## config.mk

```make
export PLATFORM = sky130hd
export DESIGN_NAME = spi_io_host_flat
export DESIGN_NICKNAME = d
export VERILOG_FILES = /design/src/rtl/spi_io_host_pkg.sv /design/src/rtl/spi_io_host_if.sv /design/src/rtl/spi_half_tick.sv /design/src/rtl/spi_io_host.sv /design/src/flat_wrapper.sv
export SDC_FILE = /design/constraint.sdc
export NUM_CORES = 1
export LEC_CHECK = 0
export BUFFER_PORTS_ARGS = -buffer_cell sky130_fd_sc_hd__buf_2
export CAP_MARGIN = 30
export CORE_MARGIN = 1
export CORE_UTILIZATION = 55
export CTS_BUF_LIST = sky130_fd_sc_hd__clkbuf_4
export DETAILED_ROUTE_END_ITERATION = 8
export PLACE_DENSITY = 0.8
export SETUP_SLACK_MARGIN = 0.2
export SLEW_MARGIN = 5
export SYNTH_ARGS = -nofsm -noshare
export SYNTH_HDL_FRONTEND = slang
export SYNTH_HIERARCHICAL = 1
export SYNTH_SLANG_ARGS = --single-unit
```

## constraint.sdc

```tcl
create_clock -name clk -period 6.7 [get_ports clk]
set_input_delay 0.67 -clock clk [delete_from_list [all_inputs] [get_ports clk]]
set_output_delay 0.67 -clock clk [all_outputs]
set_load 0.03 [all_outputs]
```

## src/rtl/spi_io_host_pkg.sv

```systemverilog
// Shared types and command codes for the SPI I/O host controller.
package spi_io_host_pkg;

  typedef enum logic [2:0] {
    ST_IDLE,
    ST_SETUP,
    ST_LOW,
    ST_HIGH,
    ST_HOLD
  } state_t;

  localparam logic [7:0] CMD_BUT_SW       = 8'h01;
  localparam logic [7:0] CMD_IKBD_IN      = 8'h02;
  localparam logic [7:0] CMD_IKBD_OUT     = 8'h03;
  localparam logic [7:0] CMD_SERIAL_IN    = 8'h04;
  localparam logic [7:0] CMD_SERIAL_OUT   = 8'h05;
  localparam logic [7:0] CMD_PARALLEL_OUT = 8'h06;
  localparam logic [7:0] CMD_MIDI_OUT     = 8'h08;
  localparam logic [7:0] CMD_ETH_MAC      = 8'h09;
  localparam logic [7:0] CMD_ETH_STATUS   = 8'h0A;
  localparam logic [7:0] CMD_ETH_TX_READ  = 8'h0B;
  localparam logic [7:0] CMD_ETH_RX_WRITE = 8'h0C;
  localparam logic [7:0] CMD_JOY0         = 8'h10;
  localparam logic [7:0] CMD_JOY1         = 8'h11;
  localparam logic [7:0] CMD_JOY2         = 8'h12;
  localparam logic [7:0] CMD_JOY3         = 8'h13;

endpackage

```

## src/rtl/spi_io_host_if.sv

```systemverilog
// Host-side request/response bundle of the SPI I/O host.
interface spi_io_host_if;
  logic       start;
  logic [7:0] cmd;
  logic [3:0] len;
  logic [7:0] tx_data;
  logic       tx_req;
  logic [7:0] rx_data;
  logic       rx_valid;
  logic [3:0] rx_idx;
  logic       busy;
  logic       done;

  modport master (
    output start, cmd, len, tx_data,
    input  tx_req, rx_data, rx_valid, rx_idx, busy, done
  );

  modport slave (
    input  start, cmd, len, tx_data,
    output tx_req, rx_data, rx_valid, rx_idx, busy, done
  );
endinterface

```

## src/rtl/spi_half_tick.sv

```systemverilog
// SPI half-period timer: down-counter reloaded on state entry, tick at zero.
module spi_half_tick #(
  parameter int unsigned CLK_DIV = 2
) (
  input  logic clk,
  input  logic reset,
  input  logic clear,
  output logic tick,
  output logic pre_tick
);

  localparam logic [7:0] RELOAD = 8'(CLK_DIV - 1);

  logic [7:0] cnt;
  logic [7:0] cnt_next;

  always_comb begin
    cnt_next = (clear || cnt == 8'd0) ? RELOAD : cnt - 8'd1;
  end

  always_ff @(posedge clk) begin
    if (reset) cnt <= RELOAD;
    else       cnt <= cnt_next;
  end

  assign tick     = (cnt == 8'd0);
  // Lets the FSM register a pulse that lands in the last cycle of a phase.
  assign pre_tick = (cnt_next == 8'd0);

endmodule

```

## src/rtl/spi_io_host.sv

```systemverilog
// SPI frame master: command byte plus up to 15 payload bytes, full duplex.
//
// state    | meaning
// IDLE     | SS high, waiting for start
// SETUP    | SS low, one half-period before the first SPI_CLK edge
// LOW      | SPI_CLK low, MOSI updated on entry
// HIGH     | SPI_CLK high, MISO sampled on entry
// HOLD     | SS still low, one half-period after the last falling edge
module spi_io_host
  import spi_io_host_pkg::*;
#(
  parameter int unsigned CLK_DIV = 2
) (
  input  logic          clk,
  input  logic          reset,
  spi_io_host_if.slave  host,
  output logic          SPI_CLK,
  output logic          SPI_SS_IO,
  output logic          SPI_MOSI,
  input  logic          SPI_MISO
);

  state_t     state;
  logic [3:0] len_q;
  logic [2:0] bit_cnt;
  logic [3:0] byte_cnt;
  logic [7:0] tx_shift;
  logic [7:0] rx_shift;
  logic       rx_pend;
  logic       tick;
  logic       pre_tick;
  logic       accept;
  logic       clear;

  // A start coinciding with the done pulse is deliberately dropped.
  assign accept = host.start && !host.done;
  assign clear  = (state == ST_IDLE) ? accept : tick;

  spi_half_tick #(.CLK_DIV(CLK_DIV)) u_half_tick (
    .clk      (clk),
    .reset    (reset),
    .clear    (clear),
    .tick     (tick),
    .pre_tick (pre_tick)
  );

  always_ff @(posedge clk) begin
    if (reset) begin
      state         <= ST_IDLE;
      SPI_SS_IO     <= 1'b1;
      SPI_CLK       <= 1'b0;
      SPI_MOSI      <= 1'b0;
      host.tx_req   <= 1'b0;
      host.rx_valid <= 1'b0;
      host.rx_data  <= 8'h00;
      host.rx_idx   <= 4'd0;
      host.busy     <= 1'b0;
      host.done     <= 1'b0;
      len_q         <= 4'd0;
      bit_cnt       <= 3'd0;
      byte_cnt      <= 4'd0;
      tx_shift      <= 8'h00;
      rx_shift      <= 8'h00;
      rx_pend       <= 1'b0;
    end else begin
      host.done     <= 1'b0;
      host.rx_valid <= rx_pend;
      rx_pend       <= 1'b0;
      if (rx_pend) begin
        host.rx_data <= rx_shift;
        host.rx_idx  <= byte_cnt;
      end
      // Request lands in the final HIGH cycle of bit 0 when another byte follows.
      host.tx_req <= ((state == ST_LOW && tick) || (state == ST_HIGH && !tick))
                     && pre_tick && bit_cnt == 3'd0 && byte_cnt != len_q;

      case (state)
        ST_IDLE: begin
          if (accept) begin
            state     <= ST_SETUP;
            SPI_SS_IO <= 1'b0;
            host.busy <= 1'b1;
            len_q     <= host.len;
            tx_shift  <= host.cmd;
            bit_cnt   <= 3'd7;
            byte_cnt  <= 4'd0;
          end
        end
        ST_SETUP: begin
          if (tick) begin
            state    <= ST_LOW;
            SPI_MOSI <= tx_shift[7];
          end
        end
        ST_LOW: begin
          if (tick) begin
            state    <= ST_HIGH;
            SPI_CLK  <= 1'b1;
            rx_shift <= {rx_shift[6:0], SPI_MISO};
            rx_pend  <= (bit_cnt == 3'd0);
          end
        end
        ST_HIGH: begin
          if (tick) begin
            SPI_CLK <= 1'b0;
            if (bit_cnt != 3'd0) begin
              state    <= ST_LOW;
              bit_cnt  <= bit_cnt - 3'd1;
              SPI_MOSI <= tx_shift[6];
              tx_shift <= {tx_shift[6:0], 1'b0};
            end else if (byte_cnt != len_q) begin
              state    <= ST_LOW;
              bit_cnt  <= 3'd7;
              byte_cnt <= byte_cnt + 4'd1;
              SPI_MOSI <= host.tx_data[7];
              tx_shift <= host.tx_data;
            end else begin
              state    <= ST_HOLD;
              SPI_MOSI <= 1'b0;
            end
          end
        end
        ST_HOLD: begin
          if (tick) begin
            state     <= ST_IDLE;
            SPI_SS_IO <= 1'b1;
            host.busy <= 1'b0;
            host.done <= 1'b1;
          end
        end
        default: state <= ST_IDLE;
      endcase
    end
  end

endmodule

```

## src/flat_wrapper.sv

```systemverilog
// flat-port wrapper written by rule: the top's interface ports become plain ports
module spi_io_host_flat import spi_io_host_pkg::*;
#(
  parameter int unsigned CLK_DIV = 2
)
  (clk, reset, SPI_CLK, SPI_SS_IO, SPI_MOSI, SPI_MISO, host_start, host_cmd, host_len, host_tx_data, host_tx_req, host_rx_data, host_rx_valid, host_rx_idx, host_busy, host_done);
  spi_io_host_if host_i ();
  input  logic clk;
  input  logic reset;
  output logic SPI_CLK;
  output logic SPI_SS_IO;
  output logic SPI_MOSI;
  input  logic SPI_MISO;
  input wire logic [$bits(host_i.start)-1:0] host_start;
  input wire logic [$bits(host_i.cmd)-1:0] host_cmd;
  input wire logic [$bits(host_i.len)-1:0] host_len;
  input wire logic [$bits(host_i.tx_data)-1:0] host_tx_data;
  output wire logic [$bits(host_i.tx_req)-1:0] host_tx_req;
  output wire logic [$bits(host_i.rx_data)-1:0] host_rx_data;
  output wire logic [$bits(host_i.rx_valid)-1:0] host_rx_valid;
  output wire logic [$bits(host_i.rx_idx)-1:0] host_rx_idx;
  output wire logic [$bits(host_i.busy)-1:0] host_busy;
  output wire logic [$bits(host_i.done)-1:0] host_done;
  assign host_i.start = host_start;
  assign host_i.cmd = host_cmd;
  assign host_i.len = host_len;
  assign host_i.tx_data = host_tx_data;
  assign host_tx_req = host_i.tx_req;
  assign host_rx_data = host_i.rx_data;
  assign host_rx_valid = host_i.rx_valid;
  assign host_rx_idx = host_i.rx_idx;
  assign host_busy = host_i.busy;
  assign host_done = host_i.done;
  spi_io_host #(.CLK_DIV(CLK_DIV)) u_core (.clk(clk), .reset(reset), .host(host_i), .SPI_CLK(SPI_CLK), .SPI_SS_IO(SPI_SS_IO), .SPI_MOSI(SPI_MOSI), .SPI_MISO(SPI_MISO));
endmodule
```

==> impl_metrics.env, run 1 <==
export IMPL_drtIter0Drc=107
export IMPL_layout_commonest_cell="dfxtp_1"
export IMPL_setup_ws_ns=4.12
export IMPL_timing_fmax_mhz=387
export IMPL_cts_buffers=9
export IMPL_peakVddDrop_mv=0.148
export IMPL_drive_gt1_share_pct=18.9
export IMPL_sw_frac_of_total_pct=32.6
export IMPL_synth_cells=314
export IMPL_clkPwrFrac_pct=29.4
export IMPL_async_flop_share_pct=0
export IMPL_dieArea_mm2=0.00517
export IMPL_pre_cts_slack_ns=4.05
export IMPL_grt_max_degree=52
export IMPL_critical_path_required_ns=7.03
export IMPL_drc=0
export IMPL_tightest_slew_ns=0.923
export IMPL_yosys_top_cells_area="dfxtp_1 43%, mux2i_1 8.9%, nand2_1 8.0%"
export IMPL_area_delta_synth_final_pct=13.3
export IMPL_yosys_warnings=6
export IMPL_tns_ns=0
export IMPL_path_cells="inv_1, ha_1, nor2b_1, nand3_1, inv_1, nand2_1, nor3_1, nand2_1, a21oi_1"
export IMPL_routabilityCongestion=0.813
export IMPL_start_util_pct=56.9
export IMPL_slew_viol_final=0
export IMPL_final_nets=379
export IMPL_critPathSlowestCell="nor3_1"
export IMPL_clockBufferDepth=2
export IMPL_p_seq_share_pct=47.7
export IMPL_fp_dieH_um=71.9
export IMPL_cts_hold_buf=0
export IMPL_postCtsSetupBuffers=0
export IMPL_drv_cap=0
export IMPL_critPathLaunchType="flop"
export IMPL_hold_path_class="flop to flop"
export IMPL_period_minus_slack_ns=2.58
export IMPL_grtUsageTotal_pct=22.9
export IMPL_wl_um=5590
export IMPL_finClkSkew_ns=0.0137
export IMPL_crit_type="flop to flop"
export IMPL_syn_area_mm2=0.00269
export IMPL_cts_root_buf="clkbuf_4"
export IMPL_met1_length_um=2590
export IMPL_io_pins=43
export IMPL_status="completed"
export IMPL_cp_end_kind="flop"
export IMPL_top_layer="met4"
export IMPL_synth_top_area_share_pct=43.2
export IMPL_clock_sinks=58
export IMPL_power_density_mw_per_mm2=274
export IMPL_cts_resized=0
export IMPL_combPwrFrac_pct=23.0
export IMPL_clk_pin_slew_ns=0.10
export IMPL_port_buffers=42
export IMPL_cp_arrival_ns=2.91
export IMPL_core_mm2=0.00472
export IMPL_wl_met2_um=2630
export IMPL_synth_edf_count=0
export IMPL_layout_common_cells="58 x dfxtp_1, 57 x nand2_1, 42 x buf_2, 35 x nor2_1, 24 x mux2i_1"
export IMPL_grt_pass1_wl_um=9180
export IMPL_hold_violations=0
export IMPL_ant_nets=0
export IMPL_synth_fp_nets=343
export IMPL_power_switching_uw=271
export IMPL_cts_tree="yes"
export IMPL_clkLatencyLatePin_ns=0.41
export IMPL_antennaDiodeCount=0
export IMPL_grt_overflow=0
export IMPL_drt_pass1_iter_count=5
export IMPL_wl_per_cell_um=13.3
export IMPL_die_w_um=71.9
export IMPL_finalSetupViolCount=0
export IMPL_antenna_found_initial=0
export IMPL_power_leakage_nw=1.24
export IMPL_max_slew_margin_pct=38.0
export IMPL_synth_ff_type="dfxtp_1"
export IMPL_yosysSeqAreaShare_pct=43.2
export IMPL_rsz0062_at_grt="no"
export IMPL_grt_pass1_vias=2039
export IMPL_vias=2320
export IMPL_critPathMaxStageDelay_ns=0.74
export IMPL_hpwl_um=3690
export IMPL_viasPerCell=5.50
export IMPL_synth_distinct_cells=48
export IMPL_yosysTopAreaCell="dfxtp_1"
export IMPL_htreeDepth=3
export IMPL_rows=25
export IMPL_finalCritPeriodShare_pct=38.6
export IMPL_syn_area_per_cell_um2=8.56
export IMPL_worstPathMaxFanout=12
export IMPL_met3_length_um=301
export IMPL_ys_ff_latch=58
export IMPL_cellInternalPower_uw=562
## worst paths after layout
kind | from | endpoint | slack (ns) | depth (start not counted)
worst min-delay path | u_core/u_half_tick/cnt[0]$_SDFF_PP1_ | u_core/u_half_tick/cnt[0]$_SDFF_PP1_ | 0.44 | 1
worst min register to register | u_core/u_half_tick/cnt[0]$_SDFF_PP1_ | u_core/u_half_tick/cnt[0]$_SDFF_PP1_ | 0.44 | 1
worst max-delay path | u_core/u_half_tick/cnt[0]$_SDFF_PP1_ | u_core/rx_shift[1]$_SDFFE_PP0N_ | 4.12 | 9
worst max register to register | u_core/u_half_tick/cnt[0]$_SDFF_PP1_ | u_core/rx_shift[1]$_SDFFE_PP0N_ | 4.12 | 9
## cells by family after synthesis
group | after synthesis | share of synthesized area, %
multiplexers | 25 | 9.35
flip-flops | 58 | 43.2
buffers and inverters | 27 | 4.09
AND/OR/NAND/NOR | 142 | 25.2
XOR/XNOR | 7 | 2.28
AO/OA/AOI/OAI | 50 | 13.6
adder cells (fa/ha/maj) | 5 | 2.33
## stage by stage
| stage | hold WS (ns) | util (%) | total power [mW] | cell area (um^2) | instances |
|---|---|---|---|---|---|
| 2_1_floorplan | 0.399 | - | 0.551 | 2690 | 314 |
| 3_3_place_gp | 0.411 | 61.7 | 0.587 | 2910 | 406 |
| 3_5_place_dp | 0.417 | 61.7 | 0.593 | 2910 | 406 |
| 4_1_cts | 0.440 | 64.5 | 0.836 | 3050 | 422 |
| 5_1_grt | 0.459 | 64.5 | 0.877 | 3050 | 422 |
| 6_report | 0.438 | 64.5 | 0.833 | 3050 | 422 |
## cell usage after synthesis, types with 3 or more instances
cell type and number:
mux2i_1 24, nor2b_1 5, a311o_1 7, inv_1 9, and3_1 3, nand2_1 57
o21ai_0 4, nor3_1 9, ha_1 5, nor3b_1 3, nand3_1 14, xnor2_1 6
nor2_1 35, dfxtp_1 58, a211oi_1 3, buf_1 3, clkbuf_1 13, a21oi_1 22
## layout make-up
class                           instances  area, um^2
Tap cell                               67        83.8
Clock buffer                           10        75.1
Sequential cell                        58        1160
Timing Repair Buffer                   43         218
Multi-Input combinational cell        229        1420
Inverter                                9        33.8
Fill cell                             396        1680
Clock inverter                          6        57.6
## layer usage
layer	GRT usage, %	vias to the layer above
met4	13.1	0
met5	0	-
met1	29.5	1085
met2	36.2	63
met3	4.58	7
li1	-	1165
## worst max-delay path, delay by kind of cell, from the launching register on
family	cells	cell delay (ns)
AND/OR/NAND/NOR	5	1.42
buffers and inverters	2	0.41
flip-flops	1	0.35
adder cells (fa/ha/maj)	1	0.18
AO/OA/AOI/OAI	1	0.15
## state kept, by name, indices dropped and copies added (netlist names)
signal                  flops
u_core/host.rx_data         8
u_core/rx_shift             8
u_core/tx_shift             8
u_core/u_half_tick/cnt      8
u_core/byte_cnt             4
u_core/host.rx_idx          4
u_core/len_q                4
u_core/bit_cnt              3
u_core/state                3
u_core/SPI_CLK              1
u_core/SPI_MOSI             1
u_core/SPI_SS_IO            1
u_core/host.busy            1
u_core/host.done            1
u_core/host.rx_valid        1
u_core/host.tx_req          1
u_core/rx_pend              1
## power groups by stage
| stage | Combinational (mW) | Sequential, mW | Clock (mW) |
|---|---|---|---|
| 3_5_place_dp | 0.188 | 0.405 | 0 |
| 2_1_floorplan | 0.151 | 0.400 | 0 |
| 4_1_cts | 0.190 | 0.396 | 0.249 |
| 6_report | 0.191 | 0.397 | 0.245 |
| 3_3_place_gp | 0.184 | 0.403 | 0 |
| 5_1_grt | 0.212 | 0.402 | 0.263 |
No activity file was read; power rests on OpenSTA's default activity.
==> run 2, diff against run 1 <==
CORE_UTILIZATION = 53   (was 55)
clock period = 2.22 ns   (was 6.7 ns; I/O delays follow)
==> impl_metrics.env, run 2 (synthesis results as in run 1) <==
export IMPL_antennaDiodeCount=0
export IMPL_final_nets=401
export IMPL_viasPerCell=5.50
export IMPL_drv_cap=0
export IMPL_critPathLaunchType="flop"
export IMPL_tightest_slew_ns=0.736
export IMPL_max_slew_margin_pct=50.9
export IMPL_whs_path_depth=3
export IMPL_hold_violations=0
export IMPL_final_fill_count=408
export IMPL_crit_type="flop to flop"
export IMPL_grt_pass1_wl_um=9840
export IMPL_layout_common_cells="57 x nand2_1, 56 x dfxtp_1, 42 x buf_2, 35 x nor2_1, 24 x mux2i_1"
export IMPL_peakVddDrop_mv=0.461
export IMPL_slew_viol_final=0
export IMPL_die_w_um=73.2
export IMPL_seqCellArea_mm2=0.00117
export IMPL_routabilityCongestion=0.858
export IMPL_clk_pin_slew_ns=0.09
export IMPL_critical_path_required_ns=2.57
export IMPL_timing_critical_path_buf_inv=1
export IMPL_cp_arrival_ns=2.29
export IMPL_cp_end_kind="flop"
export IMPL_wl_per_cell_um=13.6
export IMPL_worstHoldStart="SPI_MISO"
export IMPL_r2r_cells=6
export IMPL_finClkSkew_ns=0.0121
export IMPL_start_util_pct=55.8
export IMPL_io_pins=43
export IMPL_area_delta_synth_final_pct=21.3
export IMPL_cts_tree="yes"
export IMPL_grtUsageTotal_pct=24.4
export IMPL_antenna_found_initial=0
export IMPL_reg2reg_from="u_core/u_half_tick/cnt[0]$_SDFF_PP1_"
export IMPL_rsz0062_at_grt="no"
export IMPL_grt_max_degree=25
export IMPL_clkLatencyLatePin_ns=0.40
export IMPL_clockBufferDepth=2
export IMPL_critPathSlowestCell="or4_4"
export IMPL_critPathMaxStageDelay_ns=0.56
export IMPL_cts_root_buf="clkbuf_4"
export IMPL_finalSetupViolCount=0
export IMPL_status="completed"
export IMPL_ant_nets=0
export IMPL_hold_path_class="input pin to flop"
export IMPL_dieArea_mm2=0.00536
export IMPL_finalCritPeriodShare_pct=87.3
export IMPL_rrSetupSlack_ns=0.28
export IMPL_power_density_mw_per_mm2=814
export IMPL_drc=0
export IMPL_tns_ns=0
export IMPL_min_to="u_core/rx_shift[0]$_SDFFE_PP0N_"
export IMPL_grt_pass1_vias=2238
export IMPL_fp_dieH_um=73.2
export IMPL_multi_input_area_mm2=0.00147
export IMPL_hpwl_um=4080
export IMPL_htreeDepth=3
export IMPL_layout_commonest_cell="nand2_1"
export IMPL_path_cells="buf_4, or4_4, nor4_4, mux2i_1, o2111a_1, and4_1"
export IMPL_cts_buffers=9
export IMPL_fin_cells=442
export IMPL_vias=2429
export IMPL_wl_um=6020
export IMPL_power_leakage_nw=1.36
export IMPL_drive_gt1_share_pct=26.7
export IMPL_clock_sinks=58
export IMPL_r2r_end="u_core/host.tx_req$_SDFF_PP0_"
export IMPL_worstPathMaxFanout=4
export IMPL_period_minus_slack_ns=1.94
export IMPL_core_mm2=0.00482
export IMPL_drt_pass1_iter_count=4
export IMPL_timing_fmax_mhz=516
export IMPL_port_buffers=42
export IMPL_rows=25
export IMPL_dp_cells=423
export IMPL_cts_hold_buf=0
export IMPL_cp_top_family="simple AND/OR/NAND/NOR gates"
export IMPL_drtIter0Drc=273
export IMPL_grt_overflow=0
run 2: worst reg2reg max path, stage by stage, from the launching register on:
cell and delay (ns):
dfxtp_4 0.35, buf_4 0.14, or4_4 0.56, nor4_4 0.18
mux2i_1 0.28, o2111a_1 0.22, and4_1 0.16
run 2: how the worst max path moves through the flow:
stage          cells after the start                                 start                         endpoint  slack [ns]
3_5_place_dp                      10  u_core/u_half_tick/cnt[0]$_SDFF_PP1_  u_core/tx_shift[4]$_SDFFE_PP0P_        0.01
5_1_grt                           11  u_core/u_half_tick/cnt[1]$_SDFF_PP0_    u_core/host.tx_req$_SDFF_PP0_        0.15
2_1_floorplan                     12  u_core/u_half_tick/cnt[0]$_SDFF_PP1_    u_core/host.tx_req$_SDFF_PP0_        0.25
3_3_place_gp                      10  u_core/u_half_tick/cnt[0]$_SDFF_PP1_  u_core/tx_shift[7]$_SDFFE_PP0P_        0.16
4_1_cts                           10  u_core/u_half_tick/cnt[0]$_SDFF_PP1_  u_core/tx_shift[4]$_SDFFE_PP0P_        0.24
6_report                           6  u_core/u_half_tick/cnt[0]$_SDFF_PP1_    u_core/host.tx_req$_SDFF_PP0_        0.28
run 2: power by group:
group | internal [mW] | switching (mW) | total (mW)
clock | 0.338 | 0.367 | 0.706
combinational | 0.341 | 0.409 | 0.750
sequential | 1.12 | 0.0813 | 1.20
total | 1.80 | 0.858 | 2.65
run 2: area by class of cell:
cell class                 count  area share, %
multi-input combinational    229           45.1
sequential                    58           35.8
timing repair buffer          65           11.7
tap                           67           2.57
clock buffer                  10           2.30
clock inverter                 4           1.38
inverter                       9           1.11
run 2: metrics by stage:
step                      worst slack [ns]  instance area, um^2  utilization, %  power [mW]  hold slack [ns]
after floorplan                      0.252                 2700               -        1.67            0.294
after global placement               0.163                 3050            63.2        1.83            0.426
after detailed placement            0.0115                 3050            63.2        1.85            0.434
after CTS                            0.242                 3210            66.6        2.59           0.0459
after global routing                 0.150                 3260            67.7        2.80           0.0653
final                                0.282                 3260            67.7        2.65           0.0574
run 2: what timing repair did:
action,in CTS,in global routing
resized for setup,6,11
buffers inserted,3,2
cloned,0,0
pin swaps,1,3
endpoints found under the setup margin,27,28
hold endpoints to repair,0,0
run 2: per-layer routing:
layer | vias up | global-route usage (%) | wire length (um)
li1 | 1212 | - | -
met1 | 1128 | 30.3 | 2730
met2 | 75 | 38.9 | 2820
met3 | 14 | 6.49 | 330
met4 | 0 | 12.2 | 131
met5 | - | 0 | 0
